===== src/rtl/mod_halfk_pipe_pkg.sv =====
// Shared defaults and helpers for the multi-lane a * 2^-k mod Q scaling pipeline.
package mod_halfk_pipe_pkg;

  localparam int unsigned PKG_WID   = 12;
  localparam int unsigned PKG_Q     = 3329;
  localparam int unsigned PKG_HALFQ = (PKG_Q + 1) / 2;
  localparam int unsigned PKG_KMAX  = 7;
  localparam int unsigned PKG_LANES = 2;
  localparam int unsigned PKG_KW    = $clog2(PKG_KMAX + 1);

  // LSB position of a lane inside a packed multi-lane vector.
  function automatic int unsigned lane_lsb(input int unsigned lane, input int unsigned wid);
    return lane * wid;
  endfunction

endpackage


===== src/rtl/fflopx.sv =====
// Generic flop cell: asynchronous active-high clear to zero, load when en is high.
module fflopx #(
  parameter int unsigned WIDTH = 1
) (
  input  logic             clk,
  input  logic             rst,
  input  logic             en,
  input  logic [WIDTH-1:0] din,
  output logic [WIDTH-1:0] dout
);

  always_ff @(posedge clk or posedge rst) begin
    if (rst) begin
      dout <= '0;
    end else if (en) begin
      dout <= din;
    end
  end

endmodule


===== src/rtl/mod_half_stage.sv =====
// One halving stage: every lane becomes x * 2^-1 mod Q when STAGE_IDX <= k, else passes.
module mod_half_stage
  import mod_halfk_pipe_pkg::*;
#(
  parameter int unsigned WID       = PKG_WID,
  parameter int unsigned Q         = PKG_Q,
  parameter int unsigned LANES     = PKG_LANES,
  parameter int unsigned KW        = PKG_KW,
  parameter int unsigned STAGE_IDX = 1
) (
  input  logic                 clk,
  input  logic                 rst,
  input  logic                 en,
  input  logic                 in_vld,
  input  logic [KW-1:0]        in_k,
  input  logic [LANES*WID-1:0] in_x,
  output logic                 out_vld,
  output logic [KW-1:0]        out_k,
  output logic [LANES*WID-1:0] out_x
);

  localparam logic [WID-1:0] HALFQ = WID'((Q + 1) / 2);

  // For x < Q the sum stays below Q, so no wider intermediate is needed.
  function automatic logic [WID-1:0] half_mod(input logic [WID-1:0] x);
    return x[0] ? ((x >> 1) + HALFQ) : (x >> 1);
  endfunction

  logic                 halve;
  logic [LANES*WID-1:0] x_d;

  assign halve = (32'(in_k) >= STAGE_IDX);

  always_comb begin
    x_d = in_x;
    if (halve) begin
      for (int unsigned i = 0; i < LANES; i++) begin
        x_d[lane_lsb(i, WID) +: WID] = half_mod(in_x[lane_lsb(i, WID) +: WID]);
      end
    end
  end

  fflopx #(
    .WIDTH(1)
  ) u_vld (
    .clk (clk),
    .rst (rst),
    .en  (en),
    .din (in_vld),
    .dout(out_vld)
  );

  fflopx #(
    .WIDTH(KW)
  ) u_k (
    .clk (clk),
    .rst (rst),
    .en  (en),
    .din (in_k),
    .dout(out_k)
  );

  fflopx #(
    .WIDTH(LANES * WID)
  ) u_x (
    .clk (clk),
    .rst (rst),
    .en  (en),
    .din (x_d),
    .dout(out_x)
  );

endmodule


===== src/rtl/mod_halfk_pipe.sv =====
// Pipelined multi-lane scaler b = a * 2^-k mod Q with a global-stall valid/ready handshake.
module mod_halfk_pipe
  import mod_halfk_pipe_pkg::*;
#(
  parameter int unsigned WID   = PKG_WID,
  parameter int unsigned Q     = PKG_Q,
  parameter int unsigned KMAX  = PKG_KMAX,
  parameter int unsigned LANES = PKG_LANES,
  parameter int unsigned KW    = $clog2(KMAX + 1)
) (
  input  logic                 clk,
  input  logic                 rst,
  input  logic                 in_vld,
  output logic                 in_rdy,
  input  logic [KW-1:0]        in_k,
  input  logic [LANES*WID-1:0] in_a,
  output logic                 out_vld,
  input  logic                 out_rdy,
  output logic [LANES*WID-1:0] out_b
);

  localparam logic [WID-1:0]     QW     = WID'(Q);
  localparam logic [KW-1:0]      KMAX_K = KW'(KMAX);
  localparam longint unsigned    TWO_W  = 64'd1 << WID;

  if ((Q % 2) != 1) begin : gen_chk_q_odd
    $error("mod_halfk_pipe: Q must be odd");
  end
  if (!((64'(Q) < TWO_W) && (TWO_W < 64'(2 * Q)))) begin : gen_chk_q_range
    $error("mod_halfk_pipe: need Q < 2^WID < 2Q");
  end
  if (KMAX < 1) begin : gen_chk_kmax
    $error("mod_halfk_pipe: KMAX must be at least 1");
  end

  logic                 en;
  logic [KW-1:0]        k_sat;
  logic [LANES*WID-1:0] a_red;

  // Index 0 is the input register, index s is the output of halving stage s.
  logic                 vld_pipe [KMAX+1];
  logic [KW-1:0]        k_pipe   [KMAX+1];
  logic [LANES*WID-1:0] x_pipe   [KMAX+1];

  assign en     = ~out_vld | out_rdy;
  assign in_rdy = en;
  assign k_sat  = (in_k > KMAX_K) ? KMAX_K : in_k;

  // Single conditional subtract is enough because 2^WID < 2Q.
  always_comb begin
    a_red = '0;
    for (int unsigned i = 0; i < LANES; i++) begin
      if (in_a[lane_lsb(i, WID) +: WID] >= QW) begin
        a_red[lane_lsb(i, WID) +: WID] = in_a[lane_lsb(i, WID) +: WID] - QW;
      end else begin
        a_red[lane_lsb(i, WID) +: WID] = in_a[lane_lsb(i, WID) +: WID];
      end
    end
  end

  fflopx #(
    .WIDTH(1)
  ) u_vld0 (
    .clk (clk),
    .rst (rst),
    .en  (en),
    .din (in_vld),
    .dout(vld_pipe[0])
  );

  fflopx #(
    .WIDTH(KW)
  ) u_k0 (
    .clk (clk),
    .rst (rst),
    .en  (en),
    .din (k_sat),
    .dout(k_pipe[0])
  );

  fflopx #(
    .WIDTH(LANES * WID)
  ) u_x0 (
    .clk (clk),
    .rst (rst),
    .en  (en),
    .din (a_red),
    .dout(x_pipe[0])
  );

  for (genvar s = 1; s <= KMAX; s++) begin : gen_stage
    mod_half_stage #(
      .WID      (WID),
      .Q        (Q),
      .LANES    (LANES),
      .KW       (KW),
      .STAGE_IDX(s)
    ) u_stage (
      .clk    (clk),
      .rst    (rst),
      .en     (en),
      .in_vld (vld_pipe[s-1]),
      .in_k   (k_pipe[s-1]),
      .in_x   (x_pipe[s-1]),
      .out_vld(vld_pipe[s]),
      .out_k  (k_pipe[s]),
      .out_x  (x_pipe[s])
    );
  end

  assign out_vld = vld_pipe[KMAX];
  assign out_b   = x_pipe[KMAX];

endmodule


===== config.mk =====
export PLATFORM = sky130hd
export DESIGN_NAME = mod_halfk_pipe
export DESIGN_NICKNAME = d
export VERILOG_FILES = /design/src/rtl/mod_halfk_pipe_pkg.sv /design/src/rtl/fflopx.sv /design/src/rtl/mod_half_stage.sv /design/src/rtl/mod_halfk_pipe.sv
export SDC_FILE = /design/constraint.sdc
export NUM_CORES = 1
export LEC_CHECK = 0
export CAP_MARGIN = 20
export CELL_PAD_IN_SITES_DETAIL_PLACEMENT = 1
export CELL_PAD_IN_SITES_GLOBAL_PLACEMENT = 1
export CORE_MARGIN = 2
export CORE_UTILIZATION = 34
export CTS_CLUSTER_SIZE = 25
export DETAILED_ROUTE_END_ITERATION = 10
export HOLD_SLACK_MARGIN = 0.12
export PLACE_DENSITY_LB_ADDON = 0.1
export SLEW_MARGIN = 20
export SYNTH_ARGS = -nofsm -noshare
export SYNTH_HDL_FRONTEND = slang
export SYNTH_SLANG_ARGS = --single-unit

===== constraint.sdc =====
create_clock -name clk -period 8.8 [get_ports clk]
set_input_delay 1.76 -clock clk [delete_from_list [all_inputs] [get_ports clk]]
set_output_delay 1.76 -clock clk [all_outputs]
set_load 0.03 [all_outputs]

==> run_results.csv <==
group,metric,value,unit
status,status,"completed",
grt,antenna_found_initial,0,
sta,achievable-frequency,0.194,GHz
critical_path,crit_type,"in2out",
cts,cts_root_buf,"clkbuf_16",
grt,grt_util_met1,0.233,
worst_hold_path,min_path_cells,2,
floorplan,pin_count,57,
power_and_ir_drop,leakage,6.25,nW
synth,synth_nets,1710,
layout,layoutNonFillerInstCount,2176,
grt,grt_max_degree,237,
synth,avgSynthCellArea,8.12,um2
critical_path,critPathMaxFanout,30,
routing,ant_nets,0,
cts,cts-buffers-inserted,28,
worst_hold_path,min_path_type,"reg2reg",
critical_path,end_kind,"output port",
power_and_ir_drop,powerDensity,370,nW/um2
routing,drc,0,
grt,grt-busiest-layer,"met2",
floorplan,core,38900,um2
synth,synth-main-ff-cell,"dfrtp_1",
sta,finalWorstSetupSlack,3.65,ns
sta,maxSlewHeadroom,0.306,
synth,synth_cell_type_count,66,
layout,layout.nets,1688,
layout,area_delta_synth_final,13.1,%
sta,finalMaxSlewViolations,0,
critical_path,worstSetupStartpointType,"primary input",
job,drv_cap,0,
placement,placed_cells,2127,
grt,grt_pass1_wl,64100,um
sta,final.setup_skew,0.0133,ns
cts,cts_resized,0,
synth,synth-seq-cells,221,
grt,use_met3,0.0230,
synth,synth_top_area_frac,0.410,
layout,multi_input_area,7450,um2
cts,clk_pin_slew,0.06,ns
routing,vias,11980,
grt,grt_pass1_vias,12296,
sta,setup_viol,0,
worst_hold_path,hold_start,"gen_stage[6].u_stage.u_vld.dout$_DFFE_PP0P_",
cts,cts_setup_buffers,0,
critical_path,worstReg2RegStart,"gen_stage[7].u_stage.u_vld.dout$_DFFE_PP0P_",
floorplan,fp.dieH,203,um
routing,drt_pre_antenna_iters,4,
grt,track_usage,0.186,
grt,grt-ovfl-total,0,
floorplan,die_x,203,um
synth,synthArstFlopShare,1.00,
sta,fin_hold_ws,0.461,ns
cts,cts_tree,"done",
routing,viasPerCell,5.51,
placement,post-place-ws,3.62,ns
placement,numPortBuffers,56,
synth,synth_edf_count,0,
power_and_ir_drop,finalPower,5.65,mW
routing,drtIter0Drc,561,
floorplan,start_util,0.346,
floorplan,dieArea,41300,um2
sta,period_minus_slack,5.15,ns
layout,diodes,0,
synth,yosysMostFrequentCell,"nand2_1",
layout,fill_cells,4655,
cts,cts_htree_levels,1,
sta,tightest_slew,1.03,ns
synth,synthTopCellsByArea,"dfrtp_1 41%, nand2_1 8.2%, o21ai_0 5.6%, a21oi_1 5.0%, nor2_1 3.8%",
sta,grt_setup_unrepaired,"no",
cts,clock_latency,0.56,ns
critical_path,worstPathArrival,3.39,ns
synth,synth-seq-area-share,0.410,
layout,drive_gt1_frac,0.0507,
cts,ctsHoldBuffers,0,
sta,tns,0,ns
synth,yosys.area.top_type,"dfrtp_1",
critical_path,startpoint,"out_rdy",
synth,ys_warn_count,0,
critical_path,required,7.04,ns
routing,finalWirelength,37700,um
placement,dp_hpwl,25500,um
critical_path,r2r.worst_path.cells,6,
grt,grt_use_met2,0.344,
synth,synthesis.area,13500,um2
synth,synthCells,1661,
sta,hold_violations,0,
routing,wl_per_cell,17.3,um
layout,regArea,5530,um2
placement,gp_congestion,0.752,
floorplan,fp-row-count,72,
sta,post-route-period-util,0.585,
cts,cts_buffer_depth,3,
synth,synth_commonest_cells,"293 x nand2_1, 221 x dfrtp_1, 151 x o21ai_0",
power_and_ir_drop,vdd_ir_drop_max,0.174,mV
cts,clock-sinks,221,
==> logic make-up (layout without fill, tap and decap cells) <==
| kind of cell | count (synthesis) | count (layout) | share of synthesized area |
|---|---|---|---|
| flip-flops | 221 | 221 | 0.410 |
| buffers and inverters | 135 | 132 | 0.0383 |
| multiplexers | 49 | 49 | 0.0370 |
| AO/OA/AOI/OAI | 505 | 505 | 0.231 |
| XOR/XNOR | 66 | 66 | 0.0429 |
| AND/OR/NAND/NOR | 667 | 667 | 0.224 |
| adder cells (fa/ha/maj) | 18 | 18 | 0.0167 |
==> layout make-up <==
class	instances	area share
repair buffers	70	0.0445
flip-flops and latches	221	0.363
clock buffers	42	0.0541
clock inverters	7	0.00410
multi-input cells	1305	0.489
well taps	518	0.0425
inverters	13	0.00385
==> layout by cell type (no fill, tap or decap), types with 16 or more instances in the layout <==
| master | n |
|---|---|
| a211oi_1 | 26 |
| a21o_1 | 29 |
| a21oi_1 | 136 |
| a31oi_1 | 32 |
| and3_1 | 27 |
| clkbuf_16 | 29 |
| clkdlybuf4s50_1 | 56 |
| dfrtp_1 | 221 |
| ha_1 | 18 |
| mux2i_1 | 42 |
| nand2_1 | 293 |
| nand2b_1 | 30 |
| nand3_1 | 73 |
| nand4_1 | 25 |
| nor2_1 | 137 |
| nor3_1 | 27 |
| o21ai_0 | 150 |
| o21bai_1 | 19 |
| o31ai_1 | 16 |
| xor2_1 | 52 |
==> metrics by stage <==
| stage | util | cell area (um2) |
|---|---|---|
| 2_1_floorplan | - | 13500 |
| 3_3_place_gp | 0.369 | 14400 |
| 3_5_place_dp | 0.369 | 14400 |
| 4_1_cts | 0.392 | 15300 |
| 5_1_grt | 0.392 | 15300 |
| 6_report | 0.392 | 15300 |
==> sequential cells by signal, summed over array words and instances (netlist names) <==
| register | flops |
|---|---|
| gen_stage.u_stage.u_k.dout | 18 |
| gen_stage.u_stage.u_vld.dout | 7 |
| gen_stage.u_stage.u_x.dout | 168 |
| u_k0.dout | 3 |
| u_vld0.dout | 1 |
| u_x0.dout | 24 |
==> worst paths after layout <==
path,slack (ns),endpoint
max,3.65,in_rdy
min in group asynchronous,1.81,gen_stage[7].u_stage.u_x.dout[13]$_DFFE_PP0P_
max in group asynchronous,5.66,gen_stage[6].u_stage.u_x.dout[21]$_DFFE_PP0P_
min,0.46,gen_stage[6].u_stage.u_vld.dout$_DFFE_PP0P_
max reg2reg,5.98,gen_stage[4].u_stage.u_x.dout[22]$_DFFE_PP0P_
min reg2reg,0.46,gen_stage[6].u_stage.u_vld.dout$_DFFE_PP0P_
==> power breakdown <==
group          switching, mW  total, mW  internal (mW)  leakage (nW)
Combinational           1.27       2.26          0.984          3.11
Sequential             0.790       2.27           1.48          2.70
Clock                  0.452       1.12          0.669         0.437
Total                   2.51       5.65           3.14          6.25
==> layer usage <==
metal / vias to the layer above / wire (um)
met4: 2 / 617
met1: 5975 / 16900
met2: 74 / 19400
met3: 43 / 721
li1: 5886 / -
met5: - / 54
==> worst max-delay path, stage by stage <==
cell             delay (ns)
clkdlybuf4s50_1        0.50
nor2b_4                0.07
inv_4                  0.27
clkdlybuf4s50_1        0.78
No activity file was read; power rests on OpenSTA's default activity.
